[src/rtl/ahb_lite_master.sv]
// rtl/ahb_lite_master.sv - AHB-Lite burst master: one local command becomes a pipelined INCR burst
module ahb_lite_master #(
   parameter int MAX_LEN = 16
) (
   input  logic        hclk,
   input  logic        hrstn,
   input  logic        cmd_valid,
   output logic        cmd_ready,
   input  logic [31:0] cmd_addr,
   input  logic        cmd_write,
   input  logic [2:0]  cmd_size,
   input  logic [4:0]  cmd_len,
   output logic        wd_pop,
   input  logic [31:0] wd_data,
   output logic        rd_valid,
   output logic [31:0] rd_data,
   output logic        done,
   output logic        err,
   output logic [1:0]  htrans,
   output logic [2:0]  hsize,
   output logic [2:0]  hburst,
   output logic        hwrite,
   output logic [31:0] haddr,
   output logic [31:0] hwdata,
   input  logic        hready,
   input  logic [1:0]  hresp,
   input  logic [31:0] hrdata
);

   localparam logic [1:0] TR_IDLE   = 2'b00;
   localparam logic [1:0] TR_NONSEQ = 2'b10;
   localparam logic [1:0] TR_SEQ    = 2'b11;
   localparam logic [1:0] RESP_ERR  = 2'b01;

   typedef enum logic [1:0] {S_IDLE, S_ADDR, S_DATA, S_ERR} state_t;

   state_t      state_q, state_d;
   logic [1:0]  htrans_q, htrans_d;
   logic [31:0] haddr_q, haddr_d;
   logic [2:0]  hsize_q, hsize_d;
   logic [2:0]  hburst_q, hburst_d;
   logic        hwrite_q, hwrite_d;
   logic [31:0] hwdata_q, hwdata_d;
   logic [4:0]  len_q, len_d;
   logic [4:0]  issue_q, issue_d;
   logic [4:0]  comp_q, comp_d;
   logic        dphase_q, dphase_d;
   logic        done_q, done_d;
   logic        err_q, err_d;
   logic        rd_valid_q, rd_valid_d;
   logic [31:0] rd_data_q, rd_data_d;

   logic [11:0] span;
   logic        misalign;
   logic        cmd_bad;
   logic [2:0]  burst_enc;
   logic [31:0] incr;

   // Byte span from the 1KB page base; anything past 1024 leaves the page.
   always_comb begin
      span     = {2'b00, cmd_addr[9:0]} + ({7'd0, cmd_len} << cmd_size[1:0]);
      misalign = (cmd_size == 3'd1 && cmd_addr[0]) ||
                 (cmd_size == 3'd2 && cmd_addr[1:0] != 2'b00);
      cmd_bad  = (cmd_len == 5'd0) || (int'(cmd_len) > MAX_LEN) ||
                 (cmd_size > 3'd2) || misalign || (span > 12'd1024);
      case (cmd_len)
         5'd1:    burst_enc = 3'b000;
         5'd4:    burst_enc = 3'b011;
         5'd8:    burst_enc = 3'b101;
         5'd16:   burst_enc = 3'b111;
         default: burst_enc = 3'b001;
      endcase
      incr = 32'd1 << hsize_q[1:0];
   end

   always_comb begin
      state_d    = state_q;
      htrans_d   = htrans_q;
      haddr_d    = haddr_q;
      hsize_d    = hsize_q;
      hburst_d   = hburst_q;
      hwrite_d   = hwrite_q;
      hwdata_d   = hwdata_q;
      len_d      = len_q;
      issue_d    = issue_q;
      comp_d     = comp_q;
      dphase_d   = dphase_q;
      done_d     = 1'b0;
      err_d      = 1'b0;
      rd_valid_d = 1'b0;
      rd_data_d  = rd_data_q;
      wd_pop     = 1'b0;
      case (state_q)
         S_IDLE: begin
            if (cmd_valid) begin
               if (cmd_bad) begin
                  done_d = 1'b1;
                  err_d  = 1'b1;
               end else begin
                  state_d  = S_ADDR;
                  htrans_d = TR_NONSEQ;
                  haddr_d  = cmd_addr;
                  hsize_d  = cmd_size;
                  hburst_d = burst_enc;
                  hwrite_d = cmd_write;
                  len_d    = cmd_len;
                  issue_d  = 5'd0;
                  comp_d   = 5'd0;
                  dphase_d = 1'b0;
               end
            end
         end
         S_ADDR, S_DATA: begin
            if (dphase_q && !hready && hresp == RESP_ERR) begin
               // First error cycle: cancel the pending address phase.
               htrans_d = TR_IDLE;
               state_d  = S_ERR;
            end else if (hready) begin
               dphase_d = 1'b0;
               if (dphase_q) begin
                  comp_d = comp_q + 5'd1;
                  if (!hwrite_q) begin
                     rd_valid_d = 1'b1;
                     rd_data_d  = hrdata;
                  end
                  if (state_q == S_DATA && comp_q + 5'd1 == len_q) begin
                     done_d  = 1'b1;
                     state_d = S_IDLE;
                  end
               end
               if (state_q == S_ADDR) begin
                  dphase_d = 1'b1;
                  haddr_d  = haddr_q + incr;
                  issue_d  = issue_q + 5'd1;
                  if (hwrite_q) begin
                     wd_pop   = 1'b1;
                     hwdata_d = wd_data;
                  end
                  if (issue_q + 5'd1 == len_q) begin
                     htrans_d = TR_IDLE;
                     state_d  = S_DATA;
                  end else begin
                     htrans_d = TR_SEQ;
                  end
               end
            end
         end
         S_ERR: begin
            if (hready) begin
               done_d   = 1'b1;
               err_d    = 1'b1;
               dphase_d = 1'b0;
               state_d  = S_IDLE;
            end
         end
         default: state_d = S_IDLE;
      endcase
   end

   always_ff @(posedge hclk or negedge hrstn) begin
      if (!hrstn) begin
         state_q    <= S_IDLE;
         htrans_q   <= TR_IDLE;
         haddr_q    <= 32'd0;
         hsize_q    <= 3'd0;
         hburst_q   <= 3'd0;
         hwrite_q   <= 1'b0;
         hwdata_q   <= 32'd0;
         len_q      <= 5'd0;
         issue_q    <= 5'd0;
         comp_q     <= 5'd0;
         dphase_q   <= 1'b0;
         done_q     <= 1'b0;
         err_q      <= 1'b0;
         rd_valid_q <= 1'b0;
         rd_data_q  <= 32'd0;
      end else begin
         state_q    <= state_d;
         htrans_q   <= htrans_d;
         haddr_q    <= haddr_d;
         hsize_q    <= hsize_d;
         hburst_q   <= hburst_d;
         hwrite_q   <= hwrite_d;
         hwdata_q   <= hwdata_d;
         len_q      <= len_d;
         issue_q    <= issue_d;
         comp_q     <= comp_d;
         dphase_q   <= dphase_d;
         done_q     <= done_d;
         err_q      <= err_d;
         rd_valid_q <= rd_valid_d;
         rd_data_q  <= rd_data_d;
      end
   end

   assign cmd_ready = (state_q == S_IDLE);
   assign htrans    = htrans_q;
   assign haddr     = haddr_q;
   assign hsize     = hsize_q;
   assign hburst    = hburst_q;
   assign hwrite    = hwrite_q;
   assign hwdata    = hwdata_q;
   assign done      = done_q;
   assign err       = err_q;
   assign rd_valid  = rd_valid_q;
   assign rd_data   = rd_data_q;

endmodule
[config.mk]
export PLATFORM = sky130hd
export DESIGN_NAME = ahb_lite_master
export DESIGN_NICKNAME = d
export VERILOG_FILES = /design/src/rtl/ahb_lite_master.sv
export SDC_FILE = /design/constraint.sdc
export NUM_CORES = 1
export LEC_CHECK = 0
export BUFFER_PORTS_ARGS = -buffer_cell sky130_fd_sc_hd__buf_2
export CAP_MARGIN = 15
export CELL_PAD_IN_SITES_DETAIL_PLACEMENT = 0
export CELL_PAD_IN_SITES_GLOBAL_PLACEMENT = 1
export CORE_ASPECT_RATIO = 0.9
export CORE_MARGIN = 2
export CORE_UTILIZATION = 40
export DETAILED_ROUTE_END_ITERATION = 10
export PLACE_DENSITY = 0.81
export SLEW_MARGIN = 20
export SYNTH_ARGS = -nofsm -noshare
export SYNTH_HDL_FRONTEND = slang
export SYNTH_SLANG_ARGS = --single-unit
[constraint.sdc]
create_clock -name hclk -period 8.4 [get_ports hclk]
set_clock_uncertainty 0.2 [all_clocks]
set_input_delay 0.84 -clock hclk [delete_from_list [all_inputs] [get_ports hclk]]
set_output_delay 0.84 -clock hclk [all_outputs]
set_load 0.02 [all_outputs]
## Word-level counts from Yosys, hierarchy flattened

Cells that the tools add are included.

| word-level totals | value |
|---|---|
| bits of input ports | 111 |
| register bits | 126 |
| output and inout port bits | 110 |
| word-level logic and storage cells | 132 |

| operators by class | value |
|---|---|
| shift operators | 2 |
| bitwise logic cells | 3 |
| add/sub/neg operators | 4 |
| muxes and demuxes | 60 |
| $lt $le $gt $ge | 3 |
| equality and inequality tests | 21 |
| reductions and logical operators | 24 |

Operators with widths:

| kind | number |
|---|---|
| 32-bit 2-to-1 mux | 5 |
| 32-bit one-hot mux with 2 select lines | 1 |
| 5-bit 2-to-1 mux | 8 |
| 32-bit adder | 1 |
| 1-bit by 2-bit << shifter with 32-bit output, first input constant | 1 |
| 2-bit 2-to-1 mux | 15 |
| 1-bit 2-to-1 mux | 23 |
| 5-bit one-hot mux with 2 select lines | 2 |
| 5-bit AND reduction | 4 |
| 2-bit != test, second input constant | 7 |
| 10-bit by 12-bit adder with 12-bit output | 1 |
| 12-bit by 11-bit > comparator with 1-bit output, second input constant | 1 |
| 3-bit one-hot mux with 4 select lines | 1 |
| 6-bit AND reduction | 2 |
| 5-bit by 2-bit << shifter with 12-bit output | 1 |
| 5-bit by 1-bit adder with 5-bit output, second input constant | 2 |
| 5-bit equality test | 2 |
| 3-bit != test, second input constant | 2 |
| 1-bit one-hot mux with 3 select lines | 2 |
| 2-bit one-hot mux with 3 select lines | 1 |
| 5-bit by 1-bit equality test with 1-bit output, second input constant | 1 |
| 5-bit by 3-bit equality test with 1-bit output, second input constant | 1 |
| 5-bit by 4-bit equality test with 1-bit output, second input constant | 1 |
| 5-bit equality test, second input constant | 1 |
| other kinds (18) | 31 |

## Longest topological paths before layout

Gate-level depths: netlist (run 1).

| depth | value |
|---|---|
| depth after elaboration | 10 |
| mapped depth | 15 |
| gate-level depth less buffers | 12 |

## Worst setup path after synthesis (run 1)

No wires, ideal clock.

| timing | value |
|---|---|
| kind | input -> register |
| from | input port cmd_size[0] |
| to | register dphase_q |
| stages | 14 |
| data arrival time | 3.664 ns |
| path buffers | 2 |
| setup slack | 4.412 ns |
| library setup time | 0.125 ns |
| data required time | 8.075 ns |
| path through | buf_2 -> mux2_2 -> nor2_1 -> a21oi_1 -> ha_1 -> a21o_1 -> a211oi_2 -> o211ai_1 -> a2111oi_4 -> a31o_4 -> a31oi_2 -> buf_6 -> nor2_1 -> mux2_2 |

| between the ends | value |
|---|---|
| word-level cells in the longest chain between the ends | 7 |
| elaborated cells on any way between the ends | 14 |
| classes of those cells | add/sub (1); order compare (2); eq/ne (3); shift (1); reduce/logical (7) |

Ends and longest elaborated chain:

| element | RTL line | text |
|---|---|---|
| start: declaration | 11 | `input logic [2:0] cmd_size,` |
| branches (longest 4 deep; another with 10-bit by 12-bit adder with 12-bit output) | - |  |
| 1-bit logical OR * | 65 | `(cmd_size > 3'd2) \|\| misalign \|\| (span > 12'd1024);` |
| 2-bit != test (no line) * | - |  |
| 5-bit AND reduction (no line) * | - |  |
| end signal: assignment | 188 | `dphase_q <= dphase_d;` |
| end: declaration | 47 | `logic dphase_q, dphase_d;` |

Every way passes the cells marked *.
A chain may end at the register's enable or synchronous reset.

## Worst setup path after layout (run 1)

| timing | value |
|---|---|
| from | input port cmd_size[0] |
| to | register haddr_q[29], in the netlist haddr[29] |

| between the ends | value |
|---|---|
| word-level cells in the longest chain between the ends | 7 |
| elaborated cells on any way between the ends | 14 |
| classes of those cells | add/sub (1); order compare (2); eq/ne (3); shift (1); reduce/logical (7) |

Ends and longest elaborated chain:

| element | RTL line | text |
|---|---|---|
| branches (longest 4 deep; another with 10-bit by 12-bit adder with 12-bit output) | - |  |
| 1-bit logical OR * | 65 |  |
| 2-bit != test (no line) * | - |  |
| 6-bit AND reduction (no line) * | - |  |
| end signal: assignment | 180 | `haddr_q <= haddr_d;` |
| end: declaration | 39 | `logic [31:0] haddr_q, haddr_d;` |

Marks and branches as above.

==> flow_summary.json, run 1 <==
{
  "status": "finished clean",
  "design.core.area_sq_um": 16900,
  "drt-vias-per-instance": 5.20,
  "firstDrtPassIters": 5,
  "final_cell_area_sq_um": 8850,
  "cts_resized": 0,
  "die_y_um": 129,
  "startpoint_type": "primary input",
  "root_buffer": "clkbuf_16",
  "die_area_sq_um": 18500,
  "setup_viol": 0,
  "wl_per_cell_um": 16.3,
  "antenna_cells": 0,
  "cts_tree": "yes",
  "grt_use_total": 0.209,
  "syn_nets": 860,
  "first_iter_violations": 326,
  "synth_top_area_cell": "dfrtp_1",
  "htreeDepth": 4,
  "ys_seq_elements": 126,
  "yosysTopAreaCellShare": 0.452,
  "hold_buffers": 0,
  "ant_nets": 0,
  "cts_buffer_depth": 2,
  "syn_to_final_growth_pct": 27.0,
  "synth_area_per_cell_sq_um": 9.58,
  "power_frac_clock": 0.212,
  "arrival_ns": 4.40,
  "multi_input_area_sq_um": 3500,
  "post-route-period-util": 0.511,
  "antenna_found_initial": 0,
  "cts_setup_buffers": 0,
  "dpl_cell_area_sq_um": 8240,
  "clock_latency_ns": 0.41,
  "ys_async_sr_fraction": 1.00,
  "p_seq_frac": 0.307,
  "grt_start_max_net_pins": 78,
  "yosysSeqAreaShare": 0.452,
  "synth_ff_type": "dfrtp_1",
  "p_int_w": 0.00196,
  "num-fill-cells": 1597,
  "grt-ovfl-total": 0,
  "power_leakage_nw": 4.32,
  "nets": 1070,
  "pin_count": 221,
  "regArea_sq_um": 3150,
  "synth_common_cells": "nand2_1 (139), dfrtp_1 (126), mux2_2 (44)",
  "maxSlewHeadroom": 0.293,
  "swShare": 0.434,
  "grt_pass1_wl_mm": 30.3,
  "drc": 0,
  "io_buffer_count": 220,
  "cp_max_fo": 24,
  "clk_pin_slew_ns": 0.06,
  "grt_pass1_vias": 5693,
  "timing.setup.tns_ns": 0,
  "synth_cells": 728,
  "cp.required_ns": 8.50,
  "hpwl_mm": 13.7,
  "ir_drop_v": 0.000197,
  "crit_type": "in2reg",
  "synth_most_common_cell": "nand2_1",
  "drive_gt1_frac": 0.341,
  "synth.distinct_cells": 75,
  "synth_edf_count": 0,
  "p_per_area_nw_per_um2": 392,
  "cp-end-kind": "flop",
  "yosys_warnings": 0,
  "vias": 6161,
  "syn-cell-area_sq_um": 6970,
  "clkSinkCount": 126,
  "hp-class": "in2async",
  "p_sw_w": 0.00151,
  "initial_utilization": 0.411,
  "finalHoldViolations": 0,
  "fmax_mhz": 233,
  "rsz0062_at_grt": "no",
  "die_width_um": 143,
  "power_frac_comb": 0.481,
  "rows": 45,
  "layout_min_cycle_time_ns": 4.30,
  "wirelength_mm": 19.4,
  "worst_slew_pin_slew_ns": 1.03,
  "report.final.slew_viol_count": 0,
  "synth_area_leaders": "dfrtp_1 (45%), nand2_1 (7.5%), mux2_2 (7.1%), ha_1 (3.4%), a21oi_1 (2.2%)",
  "routabilityCongestion": 0.834,
  "numCtsBuffers": 17,
  "maxCapViolations": 0
}
-- cell type report --
| class | count | share of cell area |
|---|---|---|
| Clock buffer | 19 | 0.0512 |
| Inverter | 39 | 0.0165 |
| Timing Repair Buffer | 226 | 0.132 |
| Clock inverter | 12 | 0.0153 |
| Sequential cell | 126 | 0.356 |
| Tap cell | 235 | 0.0332 |
| Multi-Input combinational cell | 528 | 0.395 |
-- power by group through the flow --
stage                     clock network, W  logic, W  registers, W
after floorplan                          0  0.000925       0.00131
after global placement                   0   0.00162       0.00107
after detailed placement                 0   0.00165       0.00107
after CTS                         0.000748   0.00165       0.00107
after global routing              0.000778   0.00184       0.00111
final                             0.000734   0.00167       0.00107
-- per-stage QoR --
step                 util  setup WS [ns]  instances  hold WS, ns  power (W)
CTS                 0.521           3.94       1184        0.177    0.00347
global route        0.522           3.81       1185        0.188    0.00372
finish              0.522           4.10       1185        0.162    0.00347
global placement    0.486           3.60       1153        0.254    0.00269
detailed placement  0.486           3.51       1153        0.257    0.00272
floorplan               -           4.41        728        0.288    0.00224
-- logic make-up after synthesis --
group	after synthesis	synth area share
and+or+nand+nor	283	0.190
AOI/OAI and AO/OA	154	0.167
DFF	126	0.452
muxes	52	0.0826
xor gates and xnor gates	18	0.0226
adders and majority gates	21	0.0398
buffers and inverters	74	0.0461
-- layout by cell type (no fill, tap or decap), types with 5 or more instances in the layout --
cell type / instances
a21oi_1: 31
mux2i_1: 8
o21ai_0: 21
mux2_2: 44
nor2_1: 39
inv_1: 39
nand2b_1: 5
buf_2: 219
nand4_1: 5
xnor2_1: 10
o22ai_1: 12
a2111oi_0: 6
o221ai_1: 16
dfrtp_1: 126
clkbuf_16: 17
a21o_1: 5
buf_4: 5
ha_1: 19
nand3_1: 17
a22oi_1: 14
xor2_1: 8
nor2b_1: 9
and2_1: 6
and3_1: 7
nand2_1: 139
nor3_1: 27
-- routing by layer --
layer  vias to the layer above  global-route usage  share of wire
met5                         -                   0              0
met4                         0              0.0571          0.016
met3                        19              0.0403          0.059
met2                       186               0.328           0.47
met1                      2916               0.296           0.46
li1                       3040                   -              -
-- state kept, by name, summed over array words and instances, names as in the netlist --
register,flops
haddr,32
hwdata,32
rd_data,32
comp_q,5
issue_q,5
len_q,5
hburst,3
hsize,3
htrans,2
state_q,2
done,1
dphase_q,1
err,1
hwrite,1
rd_valid,1
-- critical path, cell delays in order --
cell	delay, ns
buf_2	0.20
mux2_2	0.37
nor2_1	0.09
a21oi_1	0.06
ha_1	0.35
a21o_1	0.22
a211oi_2	0.21
o211ai_1	0.16
a2111oi_4	0.46
nand4_2	0.24
nand2_1	0.72
a31oi_1	0.17
a311oi_1	0.31
-- worst paths after layout --
kind	start	endpoint	slack, ns	depth (start not counted)
worst min-delay path	hrstn	hwdata[21]	0.16	1
min in group hclk	hwdata[6]	hwdata[6]	0.26	2
worst min register to register	hwdata[6]	hwdata[6]	0.26	2
worst max-delay path	cmd_size[0]	haddr[29]	4.10	13
max in group asynchronous	hrstn	issue_q[3]	6.45	2
worst max register to register	hsize[0]	haddr[28]	4.98	12
No activity file was read; power rests on OpenSTA's default activity.
==> inputs of run 2 (changes only) <==
--- a/config.mk
+++ b/config.mk
@@ -11,9 +11,9 @@
 export CELL_PAD_IN_SITES_GLOBAL_PLACEMENT = 1
 export CORE_ASPECT_RATIO = 0.9
 export CORE_MARGIN = 2
-export CORE_UTILIZATION = 40
+export CORE_UTILIZATION = 39
 export DETAILED_ROUTE_END_ITERATION = 10
-export PLACE_DENSITY = 0.81
+export PLACE_DENSITY = 0.8
 export SLEW_MARGIN = 20
 export SYNTH_ARGS = -nofsm -noshare
 export SYNTH_HDL_FRONTEND = slang
==> constraint.sdc (replaced) <==
create_clock -name hclk -period 4.4 [get_ports hclk]
set_clock_uncertainty 0.2 [all_clocks]
set_input_delay 0.44 -clock hclk [delete_from_list [all_inputs] [get_ports hclk]]
set_output_delay 0.44 -clock hclk [all_outputs]
set_load 0.02 [all_outputs]
==> run 2 against run 1 <==
Compared with the run above:
- largest cell class unchanged
- final cell count grew 3.2%
- worst hold slack lost 0.15 ns
- sequential share of layout area shrank 1.3 points
- wire length grew 1.5%
- clock power grew 100%
- register-to-register slack lost 4.0 ns
==> flow_summary.json, run 2 (synthesis results as in run 1) <==
{
  "htreeDepth": 4,
  "clock_latency_ns": 0.42,
  "hpwl_mm": 13.7,
  "status": "finished clean",
  "cp_max_fo": 37,
  "first_iter_violations": 287,
  "startpoint_type": "primary input",
  "rows": 46,
  "grt-ovfl-total": 0,
  "wl_met1_mm": 9.17,
  "cts_tree": "yes",
  "firstDrtPassIters": 5,
  "drc": 0,
  "finalHoldViolations": 0,
  "fin_hold_ws_ns": 0.0169,
  "die_width_um": 145,
  "rsz0062_at_grt": "no",
  "power_frac_clock": 0.220,
  "p_int_w": 0.00383,
  "r2r_setup_slack_ns": 1.00,
  "die_area_sq_um": 19000,
  "clkSinkCount": 126,
  "hold_buffers": 28,
  "final_common_cell": "buf_2",
  "root_buffer": "clkbuf_16",
  "maxSlewHeadroom": 0.309,
  "maxCapViolations": 0,
  "cts_buffer_depth": 2,
  "fmax_mhz": 283,
  "num-fill-cells": 1627,
  "layout_min_cycle_time_ns": 3.53,
  "swShare": 0.431,
  "p_sw_w": 0.00290,
  "grt_pass1_wl_mm": 31.0,
  "drive_gt1_frac": 0.335,
  "routabilityCongestion": 0.852,
  "cts_setup_buffers": 0,
  "post-route-period-util": 0.803,
  "clk_pin_slew_ns": 0.06,
  "dp_cells": 1163,
  "die_y_um": 131,
  "timing.setup.tns_ns": 0,
  "most-common-layout-cells": "buf_2 (219), nand2_1 (139), dfrtp_1 (126)",
  "pin_count": 221,
  "vias": 6285,
  "dr_wl_met2_mm": 9.13,
  "nets": 1102,
  "hp-class": "in2reg",
  "grt_start_max_net_pins": 105,
  "antenna_found_initial": 0,
  "wirelength_mm": 19.7,
  "cp.required_ns": 4.50,
  "worst_slew_pin_slew_ns": 1.01,
  "io_buffer_count": 220,
  "antenna_cells": 0,
  "drt-vias-per-instance": 5.14,
  "arrival_ns": 3.64,
  "ant_nets": 0,
  "grt_use_total": 0.205,
  "report.final.slew_viol_count": 0,
  "cp-end-kind": "flop",
  "crit_type": "in2reg",
  "numCtsBuffers": 17,
  "ir_drop_v": 0.000389,
  "routed-wl-met3_mm": 1.11,
  "cts_resized": 0,
  "power_frac_comb": 0.477,
  "top_layer": "met4",
  "p_per_area_nw_per_um2": 732,
  "power_leakage_nw": 4.46,
  "setup_viol": 0,
  "grt_pass1_vias": 5849,
  "design.core.area_sq_um": 17600,
  "syn_to_final_growth_pct": 31.9,
  "initial_utilization": 0.397,
  "instances_no_fill": 1223,
  "wl_per_cell_um": 16.1,
  "p_seq_frac": 0.304
}
## run 2: critical path, cell delays in order
cell	delay, ns
buf_2	0.20
mux2_2	0.37
nor2_1	0.09
a21oi_1	0.05
ha_1	0.34
a21o_1	0.21
a211oi_2	0.20
o211ai_1	0.16
a2111oi_4	0.45
nand4_2	0.24
a21oi_4	0.31
buf_12	0.24
nor2b_1	0.07
a221o_1	0.25
## run 2: routing by layer
| layer | track usage | vias to the layer above |
|---|---|---|
| met1 | 0.279 | 2973 |
| met2 | 0.326 | 193 |
| li1 | - | 3101 |
| met3 | 0.0521 | 18 |
| met5 | 0 | - |
| met4 | 0.0588 | 0 |
## run 2: layout make-up
cell class / instances / area, sq um / share of cell area
multi-input cells: 528 / 3500 / 0.381
flip-flops and latches: 126 / 3150 / 0.343
repair buffers: 258 / 1480 / 0.160
clock buffers: 18 / 439 / 0.0478
well taps: 240 / 300 / 0.0327
clock inverters: 14 / 181 / 0.0197
inverters: 39 / 146 / 0.0159
## run 2: final timing paths
kind	from	endpoint	cells past startpoint
max in group asynchronous	hrstn	haddr[17]	3
min in group asynchronous	hrstn	hwdata[20]	2
max	cmd_size[0]	haddr[6]	14
min reg2reg	hwdata[11]	hwdata[11]	2
max reg2reg	hsize[0]	haddr[28]	12
min	wd_data[3]	hwdata[3]	3
## run 2: power groups by stage
stage	clock [W]	combinational (W)	sequential (W)
floorplan	0	0.00177	0.00251
global placement	0	0.00316	0.00204
detailed placement	0	0.00320	0.00206
CTS	0.00152	0.00322	0.00204
global route	0.00156	0.00352	0.00212
finish	0.00148	0.00321	0.00204
## run 2: metrics by stage
stage	setup slack, ns	instance area, sq um	utilization	total power (W)
after global placement	0.477	8290	0.472	0.00520
after global routing	0.599	9200	0.524	0.00720
after detailed placement	0.416	8290	0.472	0.00525
after CTS	0.871	9200	0.524	0.00679
after floorplan	0.812	6970	-	0.00427
final	0.865	9200	0.524	0.00673
